<file path="src/rtl/axi_wr_arbiter_pkg.sv">
// Shared types and AXI constants for the two-requester write-channel arbiter.
package axi_wr_arbiter_pkg;

  typedef enum logic [1:0] {
    IDLE = 2'd0,
    ADDR = 2'd1,
    DATA = 2'd2,
    RESP = 2'd3
  } wr_arb_state_e;

  localparam logic [1:0] AXI_RESP_OKAY   = 2'b00;
  localparam logic [1:0] AXI_RESP_EXOKAY = 2'b01;
  localparam logic [1:0] AXI_RESP_SLVERR = 2'b10;
  localparam logic [1:0] AXI_RESP_DECERR = 2'b11;

  localparam logic [1:0] AXI_BURST_FIXED = 2'b00;
  localparam logic [1:0] AXI_BURST_INCR  = 2'b01;
  localparam logic [1:0] AXI_BURST_WRAP  = 2'b10;

endpackage

</file>
<file path="src/rtl/axi_wr_arbiter_if.sv">
// Write-channel bundle: two upstream requester ports (s_*) and one downstream master port (m_*).
interface axi_wr_arbiter_if #(
  parameter int unsigned AXI_ADDR_WIDTH = 32,
  parameter int unsigned AXI_DATA_WIDTH = 64,
  parameter int unsigned AXI_ID_WIDTH   = 4
);
  logic [1:0][AXI_ADDR_WIDTH-1:0]   s_awaddr;
  logic [1:0][7:0]                  s_awlen;
  logic [1:0][2:0]                  s_awsize;
  logic [1:0][1:0]                  s_awburst;
  logic [1:0][AXI_ID_WIDTH-1:0]     s_awid;
  logic [1:0]                       s_awvalid;
  logic [1:0]                       s_awready;
  logic [1:0][AXI_DATA_WIDTH-1:0]   s_wdata;
  logic [1:0][AXI_DATA_WIDTH/8-1:0] s_wstrb;
  logic [1:0]                       s_wlast;
  logic [1:0]                       s_wvalid;
  logic [1:0]                       s_wready;
  logic [1:0][1:0]                  s_bresp;
  logic [1:0][AXI_ID_WIDTH-1:0]     s_bid;
  logic [1:0]                       s_bvalid;
  logic [1:0]                       s_bready;

  logic [AXI_ADDR_WIDTH-1:0]        m_awaddr;
  logic [7:0]                       m_awlen;
  logic [2:0]                       m_awsize;
  logic [1:0]                       m_awburst;
  logic [AXI_ID_WIDTH-1:0]          m_awid;
  logic                             m_awvalid;
  logic                             m_awready;
  logic [AXI_DATA_WIDTH-1:0]        m_wdata;
  logic [AXI_DATA_WIDTH/8-1:0]      m_wstrb;
  logic                             m_wlast;
  logic                             m_wvalid;
  logic                             m_wready;
  logic [1:0]                       m_bresp;
  logic [AXI_ID_WIDTH-1:0]          m_bid;
  logic                             m_bvalid;
  logic                             m_bready;

  // Arbiter view: slave to the requesters, master to the downstream port.
  modport slave (
    input  s_awaddr, s_awlen, s_awsize, s_awburst, s_awid, s_awvalid,
    output s_awready,
    input  s_wdata, s_wstrb, s_wlast, s_wvalid,
    output s_wready,
    output s_bresp, s_bid, s_bvalid,
    input  s_bready,
    output m_awaddr, m_awlen, m_awsize, m_awburst, m_awid, m_awvalid,
    input  m_awready,
    output m_wdata, m_wstrb, m_wlast, m_wvalid,
    input  m_wready,
    input  m_bresp, m_bid, m_bvalid,
    output m_bready
  );

  // Environment view: requesters and downstream slave.
  modport master (
    output s_awaddr, s_awlen, s_awsize, s_awburst, s_awid, s_awvalid,
    input  s_awready,
    output s_wdata, s_wstrb, s_wlast, s_wvalid,
    input  s_wready,
    input  s_bresp, s_bid, s_bvalid,
    output s_bready,
    input  m_awaddr, m_awlen, m_awsize, m_awburst, m_awid, m_awvalid,
    output m_awready,
    input  m_wdata, m_wstrb, m_wlast, m_wvalid,
    output m_wready,
    output m_bresp, m_bid, m_bvalid,
    input  m_bready
  );
endinterface

</file>
<file path="src/rtl/axi_wr_arbiter_rr_arbiter_2.sv">
// Combinational two-way round-robin picker: requester at ptr has priority.
module rr_arbiter_2 (
  input  logic [1:0] req,
  input  logic       ptr,
  output logic       gnt,
  output logic       any_req
);
  always_comb begin
    any_req = |req;
    if (req[ptr])       gnt = ptr;
    else if (req[~ptr]) gnt = ~ptr;
    else                gnt = ptr;
  end
endmodule

</file>
<file path="src/rtl/axi_wr_arbiter.sv">
// Shares one AXI write path between two requesters, one whole transaction at a time,
// with a beat counter generating downstream wlast and sticky per-requester wlast mismatch flags.
module axi_wr_arbiter
  import axi_wr_arbiter_pkg::*;
#(
  parameter int unsigned AXI_ADDR_WIDTH = 32,
  parameter int unsigned AXI_DATA_WIDTH = 64,
  parameter int unsigned AXI_ID_WIDTH   = 4
) (
  input  logic                clk,
  input  logic                rst_n,
  axi_wr_arbiter_if.slave     bus,
  output logic [1:0]          wlast_err
);

  wr_arb_state_e state;
  logic          gnt;
  logic          rr_ptr;
  logic [7:0]    beat_cnt;
  logic [7:0]    len_q;

  logic          pick;
  logic          any_req;
  logic          in_addr, in_data, in_resp;
  logic          w_hs;

  logic [AXI_ADDR_WIDTH-1:0]   awaddr_sel;
  logic [AXI_ID_WIDTH-1:0]     awid_sel;
  logic [AXI_DATA_WIDTH-1:0]   wdata_sel;
  logic [AXI_DATA_WIDTH/8-1:0] wstrb_sel;

  rr_arbiter_2 u_rr (
    .req     (bus.s_awvalid),
    .ptr     (rr_ptr),
    .gnt     (pick),
    .any_req (any_req)
  );

  // All muxes hang off the registered grant; outside their phase every output is forced to zero.
  always_comb begin
    in_addr    = (state == ADDR);
    in_data    = (state == DATA);
    in_resp    = (state == RESP);
    awaddr_sel = bus.s_awaddr[gnt];
    awid_sel   = bus.s_awid[gnt];
    wdata_sel  = bus.s_wdata[gnt];
    wstrb_sel  = bus.s_wstrb[gnt];

    bus.m_awvalid = in_addr & bus.s_awvalid[gnt];
    bus.m_awaddr  = in_addr ? awaddr_sel : '0;
    bus.m_awlen   = in_addr ? bus.s_awlen[gnt] : '0;
    bus.m_awsize  = in_addr ? bus.s_awsize[gnt] : '0;
    bus.m_awburst = in_addr ? bus.s_awburst[gnt] : '0;
    bus.m_awid    = in_addr ? awid_sel : '0;

    bus.m_wvalid  = in_data & bus.s_wvalid[gnt];
    bus.m_wdata   = in_data ? wdata_sel : '0;
    bus.m_wstrb   = in_data ? wstrb_sel : '0;
    bus.m_wlast   = in_data & (beat_cnt == len_q);
    w_hs          = bus.m_wvalid & bus.m_wready;

    bus.m_bready  = in_resp & bus.s_bready[gnt];

    bus.s_awready = '0;
    bus.s_wready  = '0;
    bus.s_bvalid  = '0;
    bus.s_bresp   = '0;
    bus.s_bid     = '0;
    if (in_addr) bus.s_awready[gnt] = bus.m_awready;
    if (in_data) bus.s_wready[gnt]  = bus.m_wready;
    if (in_resp) begin
      bus.s_bvalid[gnt] = bus.m_bvalid;
      bus.s_bresp[gnt]  = bus.m_bresp;
      bus.s_bid[gnt]    = bus.m_bid;
    end
  end

  always_ff @(posedge clk or negedge rst_n) begin
    if (!rst_n) begin
      state     <= IDLE;
      gnt       <= 1'b0;
      rr_ptr    <= 1'b0;
      beat_cnt  <= '0;
      len_q     <= '0;
      wlast_err <= '0;
    end else begin
      case (state)
        IDLE: if (any_req) begin
          gnt   <= pick;
          len_q <= bus.s_awlen[pick];
          state <= ADDR;
        end
        ADDR: if (bus.m_awvalid && bus.m_awready) begin
          beat_cnt <= '0;
          state    <= DATA;
        end
        DATA: if (w_hs) begin
          beat_cnt <= beat_cnt + 8'd1;
          if (bus.s_wlast[gnt] != bus.m_wlast) wlast_err[gnt] <= 1'b1;
          if (bus.m_wlast) state <= RESP;
        end
        RESP: if (bus.m_bvalid && bus.m_bready) begin
          rr_ptr <= ~gnt;
          state  <= IDLE;
        end
        default: state <= IDLE;
      endcase
    end
  end

endmodule
</file>
<file path="src/flat_wrapper.sv">
// flat-port wrapper written by rule: the top's interface ports become plain ports
module axi_wr_arbiter_flat import axi_wr_arbiter_pkg::*;
#(
  parameter int unsigned AXI_ADDR_WIDTH = 32,
  parameter int unsigned AXI_DATA_WIDTH = 64,
  parameter int unsigned AXI_ID_WIDTH   = 4
)
  (clk, rst_n, wlast_err, bus_s_awaddr, bus_s_awlen, bus_s_awsize, bus_s_awburst, bus_s_awid, bus_s_awvalid, bus_s_awready, bus_s_wdata, bus_s_wstrb, bus_s_wlast, bus_s_wvalid, bus_s_wready, bus_s_bresp, bus_s_bid, bus_s_bvalid, bus_s_bready, bus_m_awaddr, bus_m_awlen, bus_m_awsize, bus_m_awburst, bus_m_awid, bus_m_awvalid, bus_m_awready, bus_m_wdata, bus_m_wstrb, bus_m_wlast, bus_m_wvalid, bus_m_wready, bus_m_bresp, bus_m_bid, bus_m_bvalid, bus_m_bready);
  axi_wr_arbiter_if #(.AXI_ADDR_WIDTH(AXI_ADDR_WIDTH), .AXI_DATA_WIDTH(AXI_DATA_WIDTH), .AXI_ID_WIDTH(AXI_ID_WIDTH)) bus_i ();
  input  logic clk;
  input  logic rst_n;
  output logic [1:0] wlast_err;
  input wire logic [$bits(bus_i.s_awaddr)-1:0] bus_s_awaddr;
  input wire logic [$bits(bus_i.s_awlen)-1:0] bus_s_awlen;
  input wire logic [$bits(bus_i.s_awsize)-1:0] bus_s_awsize;
  input wire logic [$bits(bus_i.s_awburst)-1:0] bus_s_awburst;
  input wire logic [$bits(bus_i.s_awid)-1:0] bus_s_awid;
  input wire logic [$bits(bus_i.s_awvalid)-1:0] bus_s_awvalid;
  output wire logic [$bits(bus_i.s_awready)-1:0] bus_s_awready;
  input wire logic [$bits(bus_i.s_wdata)-1:0] bus_s_wdata;
  input wire logic [$bits(bus_i.s_wstrb)-1:0] bus_s_wstrb;
  input wire logic [$bits(bus_i.s_wlast)-1:0] bus_s_wlast;
  input wire logic [$bits(bus_i.s_wvalid)-1:0] bus_s_wvalid;
  output wire logic [$bits(bus_i.s_wready)-1:0] bus_s_wready;
  output wire logic [$bits(bus_i.s_bresp)-1:0] bus_s_bresp;
  output wire logic [$bits(bus_i.s_bid)-1:0] bus_s_bid;
  output wire logic [$bits(bus_i.s_bvalid)-1:0] bus_s_bvalid;
  input wire logic [$bits(bus_i.s_bready)-1:0] bus_s_bready;
  output wire logic [$bits(bus_i.m_awaddr)-1:0] bus_m_awaddr;
  output wire logic [$bits(bus_i.m_awlen)-1:0] bus_m_awlen;
  output wire logic [$bits(bus_i.m_awsize)-1:0] bus_m_awsize;
  output wire logic [$bits(bus_i.m_awburst)-1:0] bus_m_awburst;
  output wire logic [$bits(bus_i.m_awid)-1:0] bus_m_awid;
  output wire logic [$bits(bus_i.m_awvalid)-1:0] bus_m_awvalid;
  input wire logic [$bits(bus_i.m_awready)-1:0] bus_m_awready;
  output wire logic [$bits(bus_i.m_wdata)-1:0] bus_m_wdata;
  output wire logic [$bits(bus_i.m_wstrb)-1:0] bus_m_wstrb;
  output wire logic [$bits(bus_i.m_wlast)-1:0] bus_m_wlast;
  output wire logic [$bits(bus_i.m_wvalid)-1:0] bus_m_wvalid;
  input wire logic [$bits(bus_i.m_wready)-1:0] bus_m_wready;
  input wire logic [$bits(bus_i.m_bresp)-1:0] bus_m_bresp;
  input wire logic [$bits(bus_i.m_bid)-1:0] bus_m_bid;
  input wire logic [$bits(bus_i.m_bvalid)-1:0] bus_m_bvalid;
  output wire logic [$bits(bus_i.m_bready)-1:0] bus_m_bready;
  assign bus_i.s_awaddr = bus_s_awaddr;
  assign bus_i.s_awlen = bus_s_awlen;
  assign bus_i.s_awsize = bus_s_awsize;
  assign bus_i.s_awburst = bus_s_awburst;
  assign bus_i.s_awid = bus_s_awid;
  assign bus_i.s_awvalid = bus_s_awvalid;
  assign bus_s_awready = bus_i.s_awready;
  assign bus_i.s_wdata = bus_s_wdata;
  assign bus_i.s_wstrb = bus_s_wstrb;
  assign bus_i.s_wlast = bus_s_wlast;
  assign bus_i.s_wvalid = bus_s_wvalid;
  assign bus_s_wready = bus_i.s_wready;
  assign bus_s_bresp = bus_i.s_bresp;
  assign bus_s_bid = bus_i.s_bid;
  assign bus_s_bvalid = bus_i.s_bvalid;
  assign bus_i.s_bready = bus_s_bready;
  assign bus_m_awaddr = bus_i.m_awaddr;
  assign bus_m_awlen = bus_i.m_awlen;
  assign bus_m_awsize = bus_i.m_awsize;
  assign bus_m_awburst = bus_i.m_awburst;
  assign bus_m_awid = bus_i.m_awid;
  assign bus_m_awvalid = bus_i.m_awvalid;
  assign bus_i.m_awready = bus_m_awready;
  assign bus_m_wdata = bus_i.m_wdata;
  assign bus_m_wstrb = bus_i.m_wstrb;
  assign bus_m_wlast = bus_i.m_wlast;
  assign bus_m_wvalid = bus_i.m_wvalid;
  assign bus_i.m_wready = bus_m_wready;
  assign bus_i.m_bresp = bus_m_bresp;
  assign bus_i.m_bid = bus_m_bid;
  assign bus_i.m_bvalid = bus_m_bvalid;
  assign bus_m_bready = bus_i.m_bready;
  axi_wr_arbiter #(.AXI_ADDR_WIDTH(AXI_ADDR_WIDTH), .AXI_DATA_WIDTH(AXI_DATA_WIDTH), .AXI_ID_WIDTH(AXI_ID_WIDTH)) u_core (.clk(clk), .rst_n(rst_n), .bus(bus_i), .wlast_err(wlast_err));
endmodule
</file>
<file path="config.mk">
export PLATFORM = sky130hd
export DESIGN_NAME = axi_wr_arbiter_flat
export DESIGN_NICKNAME = d
export VERILOG_FILES = /design/src/rtl/axi_wr_arbiter_pkg.sv /design/src/rtl/axi_wr_arbiter_if.sv /design/src/rtl/axi_wr_arbiter_rr_arbiter_2.sv /design/src/rtl/axi_wr_arbiter.sv /design/src/flat_wrapper.sv
export SDC_FILE = /design/constraint.sdc
export NUM_CORES = 1
export LEC_CHECK = 0
export CELL_PAD_IN_SITES_DETAIL_PLACEMENT = 1
export CELL_PAD_IN_SITES_GLOBAL_PLACEMENT = 1
export CORE_AREA = 5 5 156 158
export DETAILED_ROUTE_END_ITERATION = 10
export DIE_AREA = 0 0 161 163
export PLACE_DENSITY = 0.76
export SLEW_MARGIN = 40
export SYNTH_ARGS = -nofsm -noshare
export SYNTH_HDL_FRONTEND = slang
export SYNTH_SLANG_ARGS = --single-unit
</file>
<file path="constraint.sdc">
create_clock -name clk -period 3.4 [get_ports clk]
set_input_delay 0.68 -clock clk [delete_from_list [all_inputs] [get_ports clk]]
set_output_delay 0.68 -clock clk [all_outputs]
set_load 0.05 [all_outputs]
</file>
# Word-level counts from Yosys, hierarchy flattened
# Cells that the tools add are included.
# word_totals
reg_bits,22
latchBits,0
ram_bits,0
rom_bits,0
inputBits,261
output_inout_bits,145
memories,0
# op_classes
addsub,1
mul,0
n_div,0
magnitude_cmp,5
eq_ne,10
shifts,0
n_mux,57
bitwise,13
n_reduce_logical,11
# op_table
op,n
$mux W64,3
$mux W32,3
$mux W8,11
$mux W2,12
$mux W4,5
$pmux W8 S2,1
$mux W1,15
$mux W3,3
$add A8 B1 Y8 const B,1
$and A8 B8 Y8,1
$eq A8 B8 Y1,1
$lt A1 B2 Y1 const B,4
$pmux W2 S4,1
$and A2 B2 Y2,3
$ne A2 B2 Y1 const B,3
$reduce_and A3 Y1,2
$and A1 B1 Y1,5
$reduce_and A5 Y1,1
$and A4 B4 Y4,1
$demux W4 S1,1
$eq A2 B2 Y1 const B,2
$ne A2 B1 Y1 const B,2
$reduce_and A2 Y1,2
$logic_and A1 B1 Y1,3
other kinds (10),11

# Logic depth before layout (Yosys ltp)
# logic_depth
word_depth,7
mapped_depth,7
depth_no_buf,7

# Hierarchy
# Synthesis repeated with hierarchy kept, for this count alone.
# hier_totals
cells_unflattened,433
area_unflattened_um2,3258.1
# modules_own_cells
mod,instances,cells_each,area_per_inst_um2,seq_area_each_um2
axi_wr_arbiter,1,430,3236.9,550.5
rr_arbiter_2,1,3,21.3,0.0

# Worst setup path after synthesis
# No wires, ideal clock.
# synth_path
path_type,register to output
from,register u_core.state[0]
to,output bus_m_wdata[13]
arrival_ns,2.033
path_slack_ns,0.687
path_stages_with_launch,8
n_path_buf,3
cell_sequence,dfrtp_1 > inv_1 > ha_1 > buf_2 > inv_1 > clkbuf_1 > buf_1 > nor2_1
# synth_via
elab_chain_cells,2
# synth_lines
item,line,source
start: declaration,axi_wr_arbiter.sv:16,wr_arb_state_e state;
start signal: assignment,axi_wr_arbiter.sv:80,state <= IDLE;
start signal: assignment,axi_wr_arbiter.sv:91,state <= ADDR;
start signal: assignment,axi_wr_arbiter.sv:95,state <= DATA;
$eq A2 B2 Y1,axi_wr_arbiter.sv:42,in_data = (state == DATA);
$mux W64,axi_wr_arbiter.sv:57,bus.m_wdata = in_data ? wdata_sel : '0;
end: declaration,flat_wrapper.sv:36,output wire logic [$bits(bus_i.m_wdata)-1:0] bus_m_wdata;
# No other way between the ends.

# Worst setup path in the final report
# layout_path
from,register u_core.beat_cnt[3]
to,output bus_m_wlast
# layout_via
elab_chain_cells,2
# layout_lines
item,line,source
start: declaration,axi_wr_arbiter.sv:19,logic [7:0] beat_cnt;
start signal: assignment,axi_wr_arbiter.sv:98,beat_cnt <= beat_cnt + 8'd1;
$eq A8 B8 Y1,axi_wr_arbiter.sv:59,bus.m_wlast = in_data & (beat_cnt == len_q);
$and A1 B1 Y1,axi_wr_arbiter.sv:59,
end: declaration,flat_wrapper.sv:38,output wire logic [$bits(bus_i.m_wlast)-1:0] bus_m_wlast;
# No other way between the ends.

==> results.yml <==
grt:
  grt_pass1_vias: 4945
  grt_usage: 0.153
  grtUsageMet1: 0.183
  grtUsageMet2: 0.275
  grt_max_degree: 73
  grt_pass1_wl_mm: 30.9
  use_met3: 0.0433
  grt_busiest_layer: "met2"
  grt-ovfl-total: 0
  antenna_found_initial: 2
clock_tree:
  cts_buffers: 3
  cts_root_buf: "clkbuf_16"
  clock_sinks: 22
  h-tree-depth: 1
  post_cts_resized: 0
  clk_pin_slew_worst_paths_ns: 0.06
  cts_tree: "yes"
  ctsHoldBuffers: 0
  insertion_delay_ns: 0.26
  cts.path.max_buffers: 2
  cts_setup_buffers: 0
sta:
  worstMarginPinSlew_ns: 0.648
  period_share: 0.932
  fin_crit_ns: 3.17
  tns_ns: 0
  fin_worst_skew_ns: 0.00226
  final-setup-viol-count: 0
  max_freq_mhz: 316
  slew_viol_final: 0
  hold_viol: 0
  slew_headroom: 0.566
  grt_setup_unrepaired: "false"
synth:
  yosysSeqAreaShare: 0.164
  synth_seq_cells: 22
  ys_types: 35
  synth_top_family_by_area: "multiplexers"
  syn_nets: 695
  yosysWarningCount: 0
  synth_cells: 428
  synth_mux_area_frac: 0.404
  synth-compound-area-share: 0.0652
  syn_area_sq_mm: 0.00336
  avgSynthCellArea_sq_um: 7.85
  synthXorXnorAreaFrac: 0.0261
  synth_adder_area_share: 0.0253
  yosys.area_share.simple: 0.264
floorplanning:
  die_area_sq_mm: 0.0262
  die_h_um: 163
  coreArea_sq_mm: 0.0230
  die_w_um: 161
  start_util: 0.146
  io_pins: 406
  rows: 56
drt:
  drtIter0Drc: 187
  vias: 4683
  first_pass_iters: 4
  detail_route.wl_per_cell_um: 20.0
  drc: 0
  ant_nets: 0
  wirelength_mm: 22.1
  via_per_inst: 4.23
power_and_ir_drop:
  switchingPower_mw: 3.88
  ir_worst_vdd_v: 0.000368
  p_comb_frac: 0.883
  cell_internal_pwr_mw: 2.95
  pwr-share-clk: 0.040
  seqPwrFrac: 0.076
  p_per_area_mw_per_mm2: 833
  power_leakage_nw: 3.69
  switching_share: 0.568
placement:
  dpl.cell_count: 1101
  gp_congestion: 0.815
  dp_hpwl_mm: 19.5
  port_buffers: 405
worst_setup_path:
  cpLargestDelayFamily: "buffers and inverters"
  start_kind: "flop"
  path_cells: "xor2_1, nor4_1, nand3_1, inv_1, clkdlybuf4s50_1"
  crit_path_end_kind: "primary output"
  worst_path_max_delay_cell: "clkdlybuf4s50_1"
  critPathMaxFanout: 6
  max_stage_delay_ns: 0.80
  worstPathRequired_ns: 2.72
  path_buf_inv: 2
  cp.arrival_ns: 2.49
  path_class: "reg2out"
cells_and_area:
  area_growth_pct: 144
  fin_nets: 1083
  drive_gt1_frac: 0.189
  fin_cells: 1108
  nFillCells: 2669
flow_run:
  maxCapViolCount: 0
min_path:
  hold_path.class: "reg2reg"
run_status:
  status: "completed"
layout make-up:
cell class | instances | area [sq um] | area share
sequential | 22 | 554 | 0.0676
clock buffer | 4 | 88.8 | 0.0108
timing repair buffer | 415 | 4520 | 0.552
tap | 290 | 363 | 0.0442
multi-input combinational | 366 | 2640 | 0.321
antenna | 3 | 7.51 | 0.000915
inverter | 8 | 30.0 | 0.00366
routing by layer:
metal,vias up,wire length (um)
met1,2158,8640
met2,267,11300
met4,0,233
met3,15,1980
met5,-,0
li1,2243,-
synthesized netlist by cell type, drive strengths merged:
library cell / n / area (sq um)
a31o: 2 / 17.5
a31oi: 3 / 18.8
o31ai: 2 / 15.0
and2: 6 / 37.5
nor2: 82 / 324
and3: 10 / 62.6
nand3: 6 / 30.0
dfrtp: 22 / 551
xnor2: 2 / 17.5
xor2: 8 / 70.1
buf: 20 / 97.6
nand4: 3 / 18.8
a22o: 1 / 8.76
mux2i: 132 / 1330
nand2: 17 / 63.8
nor2b: 53 / 332
o32a: 1 / 10.0
or3: 1 / 6.26
mux2: 2 / 22.5
o21ai: 24 / 135
maj3: 1 / 10.0
nor4: 2 / 12.5
a21oi: 2 / 13.8
inv: 8 / 30.0
ha: 6 / 75.1
clkbuf: 12 / 45.0
placed cells by master (no fill, tap or decap), types with 2 or more instances in the layout:
| master | n |
|---|---|
| buf_12 | 58 |
| a31o_1 | 2 |
| nand3_1 | 6 |
| nand4_1 | 3 |
| inv_1 | 7 |
| buf_4 | 84 |
| and3_1 | 10 |
| and2_1 | 6 |
| dfrtp_1 | 21 |
| diode_2 | 3 |
| nand2_1 | 17 |
| ha_1 | 6 |
| xor2_1 | 8 |
| a31oi_1 | 3 |
| o31ai_1 | 2 |
| mux2i_1 | 131 |
| nor4_1 | 2 |
| clkdlybuf4s50_1 | 273 |
| xnor2_1 | 2 |
| o21ai_1 | 5 |
| o21ai_0 | 17 |
| nor2b_1 | 53 |
| clkbuf_16 | 3 |
| nor2_1 | 81 |
registers in the layout (all words and copies together), names as in the netlist:
name and count:
u_core.beat_cnt 8, u_core.len_q 8, u_core.state 2, u_core.wlast_err 2, u_core.gnt 1, u_core.rr_ptr 1
stage by stage:
step                      power [mW]   util  cell area (sq um)  setup WS (ns)  hold slack [ns]
after floorplan                 4.18      -               3360          0.687            0.384
after global placement          6.57  0.353               8110          0.497            0.463
after detailed placement        6.64  0.353               8110          0.463            0.467
after CTS                       6.92  0.357               8200          0.219            0.481
after global routing            7.18  0.357               8200         0.0819            0.493
final                           6.83  0.357               8200          0.230            0.477
power groups by stage:
stage | combinational, mW | sequential [mW] | clock (mW)
finish | 6.04 | 0.522 | 0.275
global route | 6.34 | 0.546 | 0.292
CTS | 6.11 | 0.530 | 0.281
detailed placement | 6.10 | 0.534 | 0
global placement | 6.05 | 0.524 | 0
floorplan | 3.72 | 0.462 | 0
cell families after synthesis:
group,after synthesis
AOI/OAI and AO/OA,35
xor gates and xnor gates,10
adders and majority gates,7
buffers and inverters,40
DFF,22
muxes,134
and+or+nand+nor,180
worst paths after layout:
path                                                  from                              end  slack, ns  cells past startpoint
setup reg to reg                    u_core.gnt$_DFFE_PN0P_      u_core.state[1]$_DFFE_PN0P_       1.11                      6
hold / removal             u_core.wlast_err[1]$_DFFE_PN0P_  u_core.wlast_err[1]$_DFFE_PN0P_       0.48                      1
min in group asynchronous                            rst_n  u_core.wlast_err[1]$_DFFE_PN0P_       0.82                      1
hold reg to reg            u_core.wlast_err[1]$_DFFE_PN0P_  u_core.wlast_err[1]$_DFFE_PN0P_       0.48                      1
setup / recovery            u_core.beat_cnt[3]$_DFFE_PN0P_                      bus_m_wlast       0.23                      5
max in group asynchronous                            rst_n           u_core.gnt$_DFFE_PN0P_       1.98                      2
No activity file was read; power rests on OpenSTA's default activity.
